==> src/rtl/pipe_hazard_ctrl_if.sv <==
// Interface for the pipeline sequencing controller: run/drain handshake, hazard
// inputs from the ID/EX/MEM/WB stages, and stall/flush/forwarding outputs.
interface pipe_hazard_ctrl_if #(
  parameter int unsigned ADDR_LINE_REG = 5
);
  logic                     valid;
  logic                     opr_finished;
  logic [ADDR_LINE_REG-1:0] id_rs_addr;
  logic [ADDR_LINE_REG-1:0] id_rt_addr;
  logic                     id_uses_rt;
  logic [ADDR_LINE_REG-1:0] ex_rd_addr;
  logic                     ex_mem_read;
  logic [ADDR_LINE_REG-1:0] memst_rd_addr;
  logic                     memst_reg_write;
  logic [ADDR_LINE_REG-1:0] wb_rd_addr;
  logic                     wb_reg_write;
  logic                     branch_taken;
  logic                     hazard;
  logic                     id_ex_bubble;
  logic                     if_id_flush;
  logic [1:0]               fwd_a;
  logic [1:0]               fwd_b;
  logic                     busy;
  logic                     done;
  logic [15:0]              stall_count;

  modport master (
    output valid, opr_finished, id_rs_addr, id_rt_addr, id_uses_rt,
           ex_rd_addr, ex_mem_read, memst_rd_addr, memst_reg_write,
           wb_rd_addr, wb_reg_write, branch_taken,
    input  hazard, id_ex_bubble, if_id_flush, fwd_a, fwd_b, busy, done,
           stall_count
  );

  modport slave (
    input  valid, opr_finished, id_rs_addr, id_rt_addr, id_uses_rt,
           ex_rd_addr, ex_mem_read, memst_rd_addr, memst_reg_write,
           wb_rd_addr, wb_reg_write, branch_taken,
    output hazard, id_ex_bubble, if_id_flush, fwd_a, fwd_b, busy, done,
           stall_count
  );
endinterface

==> src/rtl/pipe_hazard_ctrl.sv <==
// Pipeline sequencing controller: run/drain lifecycle, load-use stalls,
// branch flush of IF/ID and EX operand forwarding selects.
module pipe_hazard_ctrl #(
  parameter int unsigned ADDR_LINE_REG = 5,
  parameter int unsigned FLUSH_CYCLES  = 2,
  parameter int unsigned DRAIN_CYCLES  = 4
) (
  input  logic              clk,
  input  logic              reset,
  pipe_hazard_ctrl_if.slave bus
);

  typedef enum logic [2:0] {
    S_IDLE, S_RUN, S_STALL, S_FLUSH, S_DRAIN, S_DONE
  } state_e;

  localparam logic [3:0] FLUSH_LOAD = 4'(FLUSH_CYCLES - 1);
  localparam logic [3:0] DRAIN_LOAD = 4'(DRAIN_CYCLES - 1);

  state_e      state_q, state_d;
  logic [3:0]  cnt_q, cnt_d;
  logic        pend_q, pend_d;
  logic [15:0] stall_cnt_q, stall_cnt_d;

  logic [ADDR_LINE_REG-1:0] rs, rt, ex_rd, mem_rd, wb_rd;
  logic       lu, stop_req;
  logic       hazard, bubble, flush, done;
  logic [1:0] fwd_a, fwd_b;

  assign rs     = bus.id_rs_addr;
  assign rt     = bus.id_rt_addr;
  assign ex_rd  = bus.ex_rd_addr;
  assign mem_rd = bus.memst_rd_addr;
  assign wb_rd  = bus.wb_rd_addr;

  function automatic logic [1:0] fwd_sel(input logic [ADDR_LINE_REG-1:0] src);
    if (bus.memst_reg_write && mem_rd != '0 && mem_rd == src) return 2'b10;
    if (bus.wb_reg_write && wb_rd != '0 && wb_rd == src)      return 2'b01;
    return 2'b00;
  endfunction

  always_comb begin
    lu = bus.ex_mem_read && ex_rd != '0 &&
         (ex_rd == rs || (bus.id_uses_rt && ex_rd == rt));
    // A stop seen in STALL/FLUSH is honoured when that state would return to RUN.
    stop_req    = pend_q | bus.opr_finished;
    state_d     = state_q;
    cnt_d       = cnt_q;
    pend_d      = pend_q;
    stall_cnt_d = stall_cnt_q;
    hazard      = 1'b0;
    bubble      = 1'b0;
    flush       = 1'b0;
    done        = 1'b0;
    fwd_a       = fwd_sel(rs);
    fwd_b       = fwd_sel(rt);

    case (state_q)
      S_IDLE: begin
        hazard = 1'b1;
        if (bus.valid) begin
          state_d     = S_RUN;
          stall_cnt_d = '0;
        end
      end
      S_RUN: begin
        if (bus.branch_taken) begin
          flush = 1'b1;
          cnt_d = FLUSH_LOAD;
          if (FLUSH_CYCLES > 1) state_d = S_FLUSH;
        end else if (bus.opr_finished) begin
          state_d = S_DRAIN;
          cnt_d   = DRAIN_LOAD;
        end else if (lu) begin
          hazard  = 1'b1;
          bubble  = 1'b1;
          state_d = S_STALL;
          if (stall_cnt_q != '1) stall_cnt_d = stall_cnt_q + 16'd1;
        end
      end
      S_STALL: begin
        if (stop_req) begin
          state_d = S_DRAIN;
          cnt_d   = DRAIN_LOAD;
          pend_d  = 1'b0;
        end else begin
          state_d = S_RUN;
        end
      end
      S_FLUSH: begin
        flush = 1'b1;
        if (bus.branch_taken) begin
          cnt_d  = FLUSH_LOAD;
          pend_d = stop_req;
        end else if (cnt_q == 4'd1) begin
          if (stop_req) begin
            state_d = S_DRAIN;
            cnt_d   = DRAIN_LOAD;
            pend_d  = 1'b0;
          end else begin
            state_d = S_RUN;
            cnt_d   = '0;
          end
        end else begin
          cnt_d  = cnt_q - 4'd1;
          pend_d = stop_req;
        end
      end
      S_DRAIN: begin
        hazard = 1'b1;
        bubble = 1'b1;
        if (cnt_q == '0) state_d = S_DONE;
        else             cnt_d   = cnt_q - 4'd1;
      end
      S_DONE: begin
        hazard  = 1'b1;
        done    = 1'b1;
        state_d = S_IDLE;
      end
      default: state_d = S_IDLE;
    endcase
  end

  always_ff @(posedge clk) begin
    if (reset) begin
      state_q     <= S_IDLE;
      cnt_q       <= '0;
      pend_q      <= 1'b0;
      stall_cnt_q <= '0;
    end else begin
      state_q     <= state_d;
      cnt_q       <= cnt_d;
      pend_q      <= pend_d;
      stall_cnt_q <= stall_cnt_d;
    end
  end

  assign bus.hazard       = hazard;
  assign bus.id_ex_bubble = bubble;
  assign bus.if_id_flush  = flush;
  assign bus.fwd_a        = fwd_a;
  assign bus.fwd_b        = fwd_b;
  assign bus.busy         = (state_q != S_IDLE);
  assign bus.done         = done;
  assign bus.stall_count  = stall_cnt_q;

endmodule
==> src/flat_wrapper.sv <==
// flat-port wrapper written by rule: the top's interface ports become plain ports
module pipe_hazard_ctrl_flat 
#(
  parameter int unsigned ADDR_LINE_REG = 5,
  parameter int unsigned FLUSH_CYCLES  = 2,
  parameter int unsigned DRAIN_CYCLES  = 4
)
  (clk, reset, bus_valid, bus_opr_finished, bus_id_rs_addr, bus_id_rt_addr, bus_id_uses_rt, bus_ex_rd_addr, bus_ex_mem_read, bus_memst_rd_addr, bus_memst_reg_write, bus_wb_rd_addr, bus_wb_reg_write, bus_branch_taken, bus_hazard, bus_id_ex_bubble, bus_if_id_flush, bus_fwd_a, bus_fwd_b, bus_busy, bus_done, bus_stall_count);
  pipe_hazard_ctrl_if #(.ADDR_LINE_REG(ADDR_LINE_REG)) bus_i ();
  input  logic clk;
  input  logic reset;
  input wire logic [$bits(bus_i.valid)-1:0] bus_valid;
  input wire logic [$bits(bus_i.opr_finished)-1:0] bus_opr_finished;
  input wire logic [$bits(bus_i.id_rs_addr)-1:0] bus_id_rs_addr;
  input wire logic [$bits(bus_i.id_rt_addr)-1:0] bus_id_rt_addr;
  input wire logic [$bits(bus_i.id_uses_rt)-1:0] bus_id_uses_rt;
  input wire logic [$bits(bus_i.ex_rd_addr)-1:0] bus_ex_rd_addr;
  input wire logic [$bits(bus_i.ex_mem_read)-1:0] bus_ex_mem_read;
  input wire logic [$bits(bus_i.memst_rd_addr)-1:0] bus_memst_rd_addr;
  input wire logic [$bits(bus_i.memst_reg_write)-1:0] bus_memst_reg_write;
  input wire logic [$bits(bus_i.wb_rd_addr)-1:0] bus_wb_rd_addr;
  input wire logic [$bits(bus_i.wb_reg_write)-1:0] bus_wb_reg_write;
  input wire logic [$bits(bus_i.branch_taken)-1:0] bus_branch_taken;
  output wire logic [$bits(bus_i.hazard)-1:0] bus_hazard;
  output wire logic [$bits(bus_i.id_ex_bubble)-1:0] bus_id_ex_bubble;
  output wire logic [$bits(bus_i.if_id_flush)-1:0] bus_if_id_flush;
  output wire logic [$bits(bus_i.fwd_a)-1:0] bus_fwd_a;
  output wire logic [$bits(bus_i.fwd_b)-1:0] bus_fwd_b;
  output wire logic [$bits(bus_i.busy)-1:0] bus_busy;
  output wire logic [$bits(bus_i.done)-1:0] bus_done;
  output wire logic [$bits(bus_i.stall_count)-1:0] bus_stall_count;
  assign bus_i.valid = bus_valid;
  assign bus_i.opr_finished = bus_opr_finished;
  assign bus_i.id_rs_addr = bus_id_rs_addr;
  assign bus_i.id_rt_addr = bus_id_rt_addr;
  assign bus_i.id_uses_rt = bus_id_uses_rt;
  assign bus_i.ex_rd_addr = bus_ex_rd_addr;
  assign bus_i.ex_mem_read = bus_ex_mem_read;
  assign bus_i.memst_rd_addr = bus_memst_rd_addr;
  assign bus_i.memst_reg_write = bus_memst_reg_write;
  assign bus_i.wb_rd_addr = bus_wb_rd_addr;
  assign bus_i.wb_reg_write = bus_wb_reg_write;
  assign bus_i.branch_taken = bus_branch_taken;
  assign bus_hazard = bus_i.hazard;
  assign bus_id_ex_bubble = bus_i.id_ex_bubble;
  assign bus_if_id_flush = bus_i.if_id_flush;
  assign bus_fwd_a = bus_i.fwd_a;
  assign bus_fwd_b = bus_i.fwd_b;
  assign bus_busy = bus_i.busy;
  assign bus_done = bus_i.done;
  assign bus_stall_count = bus_i.stall_count;
  pipe_hazard_ctrl #(.ADDR_LINE_REG(ADDR_LINE_REG), .FLUSH_CYCLES(FLUSH_CYCLES), .DRAIN_CYCLES(DRAIN_CYCLES)) u_core (.clk(clk), .reset(reset), .bus(bus_i));
endmodule
==> config.mk <==
export PLATFORM = sky130hd
export DESIGN_NAME = pipe_hazard_ctrl_flat
export DESIGN_NICKNAME = d
export VERILOG_FILES = /design/src/rtl/pipe_hazard_ctrl_if.sv /design/src/rtl/pipe_hazard_ctrl.sv /design/src/flat_wrapper.sv
export SDC_FILE = /design/constraint.sdc
export NUM_CORES = 1
export LEC_CHECK = 0
export BUFFER_PORTS_ARGS = -buffer_cell sky130_fd_sc_hd__buf_2
export CAP_MARGIN = 10
export CORE_ASPECT_RATIO = 0.9
export CORE_MARGIN = 2
export CORE_UTILIZATION = 55
export DETAILED_ROUTE_END_ITERATION = 6
export PLACE_DENSITY_LB_ADDON = 0.3
export SYNTH_ARGS = -nofsm -noshare
export SYNTH_HDL_FRONTEND = slang
export SYNTH_SLANG_ARGS = --single-unit
==> constraint.sdc <==
create_clock -name clk -period 4 [get_ports clk]
set_clock_uncertainty 0.05 [all_clocks]
set_input_delay 0.4 -clock clk [delete_from_list [all_inputs] [get_ports clk]]
set_output_delay 0.4 -clock clk [all_outputs]
set_load 0.005 [all_outputs]
==> results.md, run 1 <==
- Via/cell ratio: 5.91
- Endpoints failing setup: 0
- Cell area after layout: 0.00218 sq mm
- Worst Hold Slack: 417 ps
- Vias in the first global route: 1819
- Crit-path max cell delay: 630 ps
- Layout cells sized above 1: 22.2%
- Crit Path Class: reg2reg
- Port bufs: 58
- Period utilisation layout: 63.5%
- ANT nets after route: 0
- CP max-delay cell: dfxtp_1
- Initial DRT Pass Iterations: 5
- TritonCTS Buffers: 3
- Ys async rst share: 0%
- Crit. End Element: register
- Count of flip-flops with a built-in enable after synthesis: 0
- Layout Nets: 337
- Initial Utilization: 58.7%
- Min cycle time layout: 2540 ps
- First-pass GRT wire length: 7.78 mm
- DPL Wire Length: 3.63 mm
- Post-CTS resize count: 0
- Sequential element share of the synthesized area: 26.3%
- Synth top area cells: dfxtp_1 26%, xor2_1 11%, nor2_1 4.9%
- Cell count after synthesis: 244
- Hold-fix buffers at CTS: 0
- Flops & latches, synth: 24
- Final Hold Fails: 0
- Htree depth: 1
- Core footprint: 0.00311 sq mm
- Mapped Area: 0.00183 sq mm
- Setup TNS: 0 ps
- GR Overflow Total: 0
- Initial antenna violation count: 0
- # diodes: 0
- Postcts setup bufs: 0
- Synth area leader: dfxtp_1
- Main synth FF type: dfxtp_1
- GRT Util Overall: 25.6%
- Critical Path RT: 4070 ps
- Rows: 19
- PwrDens: 248 mW/mm^2
- Io pins: 59
- Die width: 64.8 microns
- Filler Cells Inserted: 275
- Largest net degree at the start of global routing: 19
- Status: finished clean
- Fmax: 394 MHz
- Worst-skew pair later-pin latency: 260 ps
- Slew @ Worst Pin: 548 ps
- Worst min-delay path class: in2reg
- Max_cap viols: 0
- Lkg Pwr: 0.917 nW
- Delay-heaviest family, CP: simple AND/OR/NAND/NOR gates
- Initial DRC Count: 173
- Critical Path Fanout Max: 18
- Arrival @ worst endpoint: 2610 ps
- Final wirelength: 4.59 mm
- R2r setup slk: 1460 ps
- Die Area: 0.00380 sq mm
- CP cell instances: nor3b_1 -> nand2_1 -> or4_1 -> nand3_1 -> a31oi_1
- Top cell type's share of synthesized area: 26.3%
- Die height: 58.7 microns
- GPL Wtd Cong: 0.982
- Maximum vdd drop: 0.153 mV
- CTS Root Buffer Type: clkbuf_8
- Syn Nets: 282
- Clk sinks: 24
- Most frequent cells in the layout: 58 x buf_2, 24 x nor2_1, 24 x dfxtp_1
- Cell Area, Placed: 0.00214 sq mm
- Remaining DRCs: 0
- Worst path bufs/invs: 0
- Final slew viol count: 0
- Synth Area per Inst: 7.50 sq um
- Synth cell types: 47
- Commonest non-fill, non-tap cell in the layout: buf_2
- CTS tree: built
- Total design power: 0.000541 W
- RSZ-0062 raised after global routing: false
- CTS clk-pin slew, worst paths: 80 ps
- Drt wl/cell: 13.5 microns
- Crit start category: register
- Util after Layout: 70.1%
- Slew HR: 63.4%
- Area grow syn2layout: 19.4%
- Clk buf depth: 2
- Synth warnings: 0
- Vias: 2005
-- cells in the mapped netlist, drive strengths merged, types with 3 or more instances --
cell type	count
a21oi	14
a31oi	12
and3	4
buf	3
clkbuf	6
dfxtp	24
ha	4
inv	9
nand2	21
nand3	16
nand3b	3
nand4	3
nor2	24
nor2b	3
nor3	3
nor4	6
o21ai	15
or4	7
xnor2	7
xor2	23
-- routing by layer --
layer / GRT usage (%) / routed length [microns] / share of wire (%) / vias to the layer above
met3: 2.68 / 393 / 8.6 / 6
met4: 8.51 / 74 / 1.6 / 0
met2: 42.9 / 2060 / 45 / 102
met1: 34.8 / 2070 / 45 / 894
li1: - / - / - / 1003
met5: 0 / 0 / 0 / -
-- registers in the layout, summed over array words and instances (netlist names) --
signal	count
u_core.bus.stall_count	16
u_core.state_q	3
u_core.pend_q	1
u_core.cnt_q	4
-- power breakdown --
part	switching (W)	leakage, nW	internal [W]	total [W]
sequential	0.0000124	0.194	0.000244	0.000257
combinational	0.0000815	0.701	0.0000621	0.000144
clock	0.0000731	0.0216	0.0000672	0.000140
total	0.000167	0.917	0.000374	0.000541
-- through the flow --
step | setup WS (ps) | std cells
2_1_floorplan | 1770 | 244
3_3_place_gp | 1510 | 336
3_5_place_dp | 1430 | 336
4_1_cts | 1480 | 339
5_1_grt | 1250 | 339
6_report | 1460 | 339
-- final cells by class --
class / instances / area [sq um] / area share (%)
Clock buffer: 3 / 41.3 / 1.89
Sequential cell: 24 / 480 / 22.0
Timing Repair Buffer: 59 / 298 / 13.6
Inverter: 9 / 33.8 / 1.55
Multi-Input combinational cell: 202 / 1280 / 58.5
Tap cell: 42 / 52.6 / 2.41
-- cell families (layout without fill, tap and decap cells) --
| logic type | Yosys count | count (layout) | synth area share, % |
|---|---|---|---|
| fa+ha+maj | 4 | 4 | 2.74 |
| simple gates | 103 | 103 | 29.9 |
| buf+inv | 18 | 71 | 3.90 |
| flops | 24 | 24 | 26.3 |
| mux | 2 | 2 | 1.09 |
| compound gates | 63 | 63 | 21.8 |
| xor+xnor | 30 | 30 | 14.4 |
-- final timing paths --
| path | from | end | cells after the start |
|---|---|---|---|
| worst max-delay path | u_core.state_q[0]$_SDFFE_PP0P_ | u_core.bus.stall_count[12]$_SDFFE_PP0P_ | 5 |
| worst min register to register | u_core.bus.stall_count[13]$_SDFFE_PP0P_ | u_core.bus.stall_count[13]$_SDFFE_PP0P_ | 1 |
| worst max register to register | u_core.state_q[0]$_SDFFE_PP0P_ | u_core.bus.stall_count[12]$_SDFFE_PP0P_ | 5 |
| worst min-delay path | reset | u_core.pend_q$_SDFFE_PP0P_ | 2 |
(Power assumes the default switching activity.)
==> run 2: changes to the inputs <==
--- a/config.mk
+++ b/config.mk
@@ -9,7 +9,7 @@
 export CAP_MARGIN = 10
 export CORE_ASPECT_RATIO = 0.9
 export CORE_MARGIN = 2
-export CORE_UTILIZATION = 55
+export CORE_UTILIZATION = 46
 export DETAILED_ROUTE_END_ITERATION = 6
 export PLACE_DENSITY_LB_ADDON = 0.3
 export SYNTH_ARGS = -nofsm -noshare
==> constraint.sdc (replaced) <==
create_clock -name clk -period 2.2 [get_ports clk]
set_clock_uncertainty 0.05 [all_clocks]
set_input_delay 0.22 -clock clk [delete_from_list [all_inputs] [get_ports clk]]
set_output_delay 0.22 -clock clk [all_outputs]
set_load 0.005 [all_outputs]
==> run 2 against run 1 <==
Compared with the run above:
- hold slack worse by 190 ps
- final cell count grew 5.6%
- sequential cell count did not move
- register-to-register slack got worse by 1300 ps
- total power rose by 110%
- routed wire length up 3.0%
- die area is 18% higher
- core utilization shrank 7.5 points
- first-iteration DRC count increased by 23%
- via count grew 1.2%
- sequential power rose by 76%
==> results.md, run 2 (synthesis gave the netlist of run 1 again) <==
- Core footprint: 0.00376 sq mm (+21%)
- Clk sinks: 24 (unchanged)
- Crit Path Class: reg2reg
- Initial DRT Pass Iterations: 5 (unchanged)
- Die height: 63.8 microns (+8.7%)
- Layout Nets: 351 (+4.2%)
- Cell Area, Placed: 0.00226 sq mm (+5.7%)
- DR WL met2: 2.20 mm (+6.8%)
- Post-Route M1 WL: 2.22 mm (+7.4%)
- # diodes: 0 (unchanged)
- Worst min-delay path class: in2reg
- CP max-delay cell: or4_1
- Crit start category: register
- Final Hold Fails: 0 (unchanged)
- Die width: 70.5 microns (+8.8%)
- Io pins: 59 (unchanged)
- Crit. End Element: register
- R2r setup slk: 140 ps (-1320 ps)
- CTS clk-pin slew, worst paths: 90 ps (about the same)
- Fmax: 485 MHz (+23%)
- CTS tree: built
- Clk buf depth: 2 (unchanged)
- Max_cap viols: 0 (unchanged)
- RSZ-0062 raised after global routing: false
- Commonest non-fill, non-tap cell in the layout: buf_2
- Port bufs: 58 (unchanged)
- Drt wl/cell: 13.2 microns (-2.5%)
- HP Start: reset
- Slew HR: 64.4% (+1.0 points)
- Endpoints failing setup: 0 (unchanged)
- Critical Path Fanout Max: 5 (-13)
- Most frequent cells in the layout: 58 x buf_2, 24 x dfxtp_1, 23 x xor2_1, 23 x nor2_1, 21 x nand2_1
- Max FFs per register: 16 (unchanged)
- Maximum vdd drop: 0.329 mV (+110%)
- Htree depth: 1 (unchanged)
- Remaining DRCs: 0 (unchanged)
- CTS Root Buffer Type: clkbuf_8
- TritonCTS Buffers: 3 (unchanged)
- Critical Path RT: 2370 ps (-1700 ps)
- Min cycle time layout: 2060 ps (-479 ps)
- Area grow syn2layout: 28.5%
- Delay-heaviest family, CP: simple AND/OR/NAND/NOR gates
- Final wirelength: 4.73 mm (+3.0%)
- Rows: 21 (+2)
- Worst R2R Start: u_core.bus.stall_count[0]$_SDFFE_PP0P_
- Worst-skew pair later-pin latency: 270 ps (about the same)
- Final slew viol count: 0 (unchanged)
- Lkg Pwr: 1.01 nW (+9.6%)
- GR Overflow Total: 0 (unchanged)
- Initial Utilization: 48.7% (-10 points)
- First-pass GRT wire length: 7.80 mm (+0.26%)
- Cell area after layout: 0.00235 sq mm (+7.7%)
- PwrDens: 487 mW/mm^2 (+97%)
- Top sig layer: met4
- ANT nets after route: 0 (unchanged)
- GPL Wtd Cong: 0.925 (-5.9%)
- Filler Cells Inserted: 332 (+21%)
- Status: finished clean
- Worst Setup SP: u_core.bus.stall_count[0]$_SDFFE_PP0P_
- Initial DRC Count: 212 (+23%)
- Die Area: 0.00450 sq mm (+18%)
- CP cell instances: ha_2 -> and4_1 -> nor4b_2 -> or4_4 -> or4_1 -> nand3_1
- Via/cell ratio: 5.67 (-4.2%)
- Crit-path max cell delay: 480 ps (-150 ps)
- Layout cells sized above 1: 27.2% (+5.0 points)
- Setup TNS: 0 ps (unchanged)
- DPL Wire Length: 3.64 mm (+0.40%)
- Largest net degree at the start of global routing: 18 (-1)
- GRT Util Overall: 20.8% (-4.8 points)
- Period utilisation layout: 93.7% (+30 points)
- Vias in the first global route: 1761 (-3.2%)
- Met3 routed WL: 284 microns (-28%)
- Arrival @ worst endpoint: 2230 ps (-380 ps)
- Initial antenna violation count: 0 (unchanged)
- Slew @ Worst Pin: 533 ps (-14.6 ps)
- Worst path bufs/invs: 0 (unchanged)
- Vias: 2029 (+1.2%)
==> run 2: cell type report <==
cell class	instances	area, sq um	share of cell area [%]
flip-flops and latches	24	480	20.4
clock buffers	3	41.3	1.76
well taps	46	57.6	2.45
repair buffers	73	415	17.7
inverters	9	33.8	1.44
clock inverters	1	30.0	1.28
multi-input cells	202	1290	55.0
==> run 2: power breakdown <==
part	leakage [nW]	switching [W]	internal, W	total (W)
clock network	0.0357	0.000146	0.000243	0.000390
registers	0.194	0.00000741	0.000444	0.000452
logic	0.775	0.000168	0.000135	0.000303
==> run 2: repair_timing <==
| item | CTS | global route |
|---|---|---|
| endpoints found under the setup margin | 0 | 14 |
| hold buffers | 0 | 0 |
| setup buffers | 0 | 0 |
| gates resized for setup | 0 | 4 |
==> run 2: stage by stage <==
| stage | setup WS, ps | power [W] | util (%) | std cells | hold WS (ps) |
|---|---|---|---|---|---|
| floorplan | 95.5 | 0.000641 | - | 244 | 407 |
| global placement | 30.6 | 0.000757 | 60.3 | 354 | 417 |
| detailed placement | -16.6 | 0.000761 | 60.3 | 354 | 434 |
| CTS | 32.9 | 0.00115 | 62.2 | 358 | 230 |
| global route | 39.1 | 0.00120 | 62.6 | 358 | 246 |
| finish | 138 | 0.00114 | 62.6 | 358 | 227 |
==> run 2: worst paths after layout <==
path | depth (start not counted) | end
max | 6 | u_core.bus.stall_count[6]$_SDFFE_PP0P_
min | 2 | u_core.state_q[1]$_SDFFE_PP0P_
max reg2reg | 6 | u_core.bus.stall_count[6]$_SDFFE_PP0P_
min reg2reg | 1 | u_core.bus.stall_count[13]$_SDFFE_PP0P_
==> run 2: routing by layer <==
metal / vias to the layer above / GRT usage [%]
met4: 0 / 4.57
met2: 66 / 34.1
met3: 2 / 3.94
met5: - / 0
li1: 1036 / -
met1: 925 / 28.2
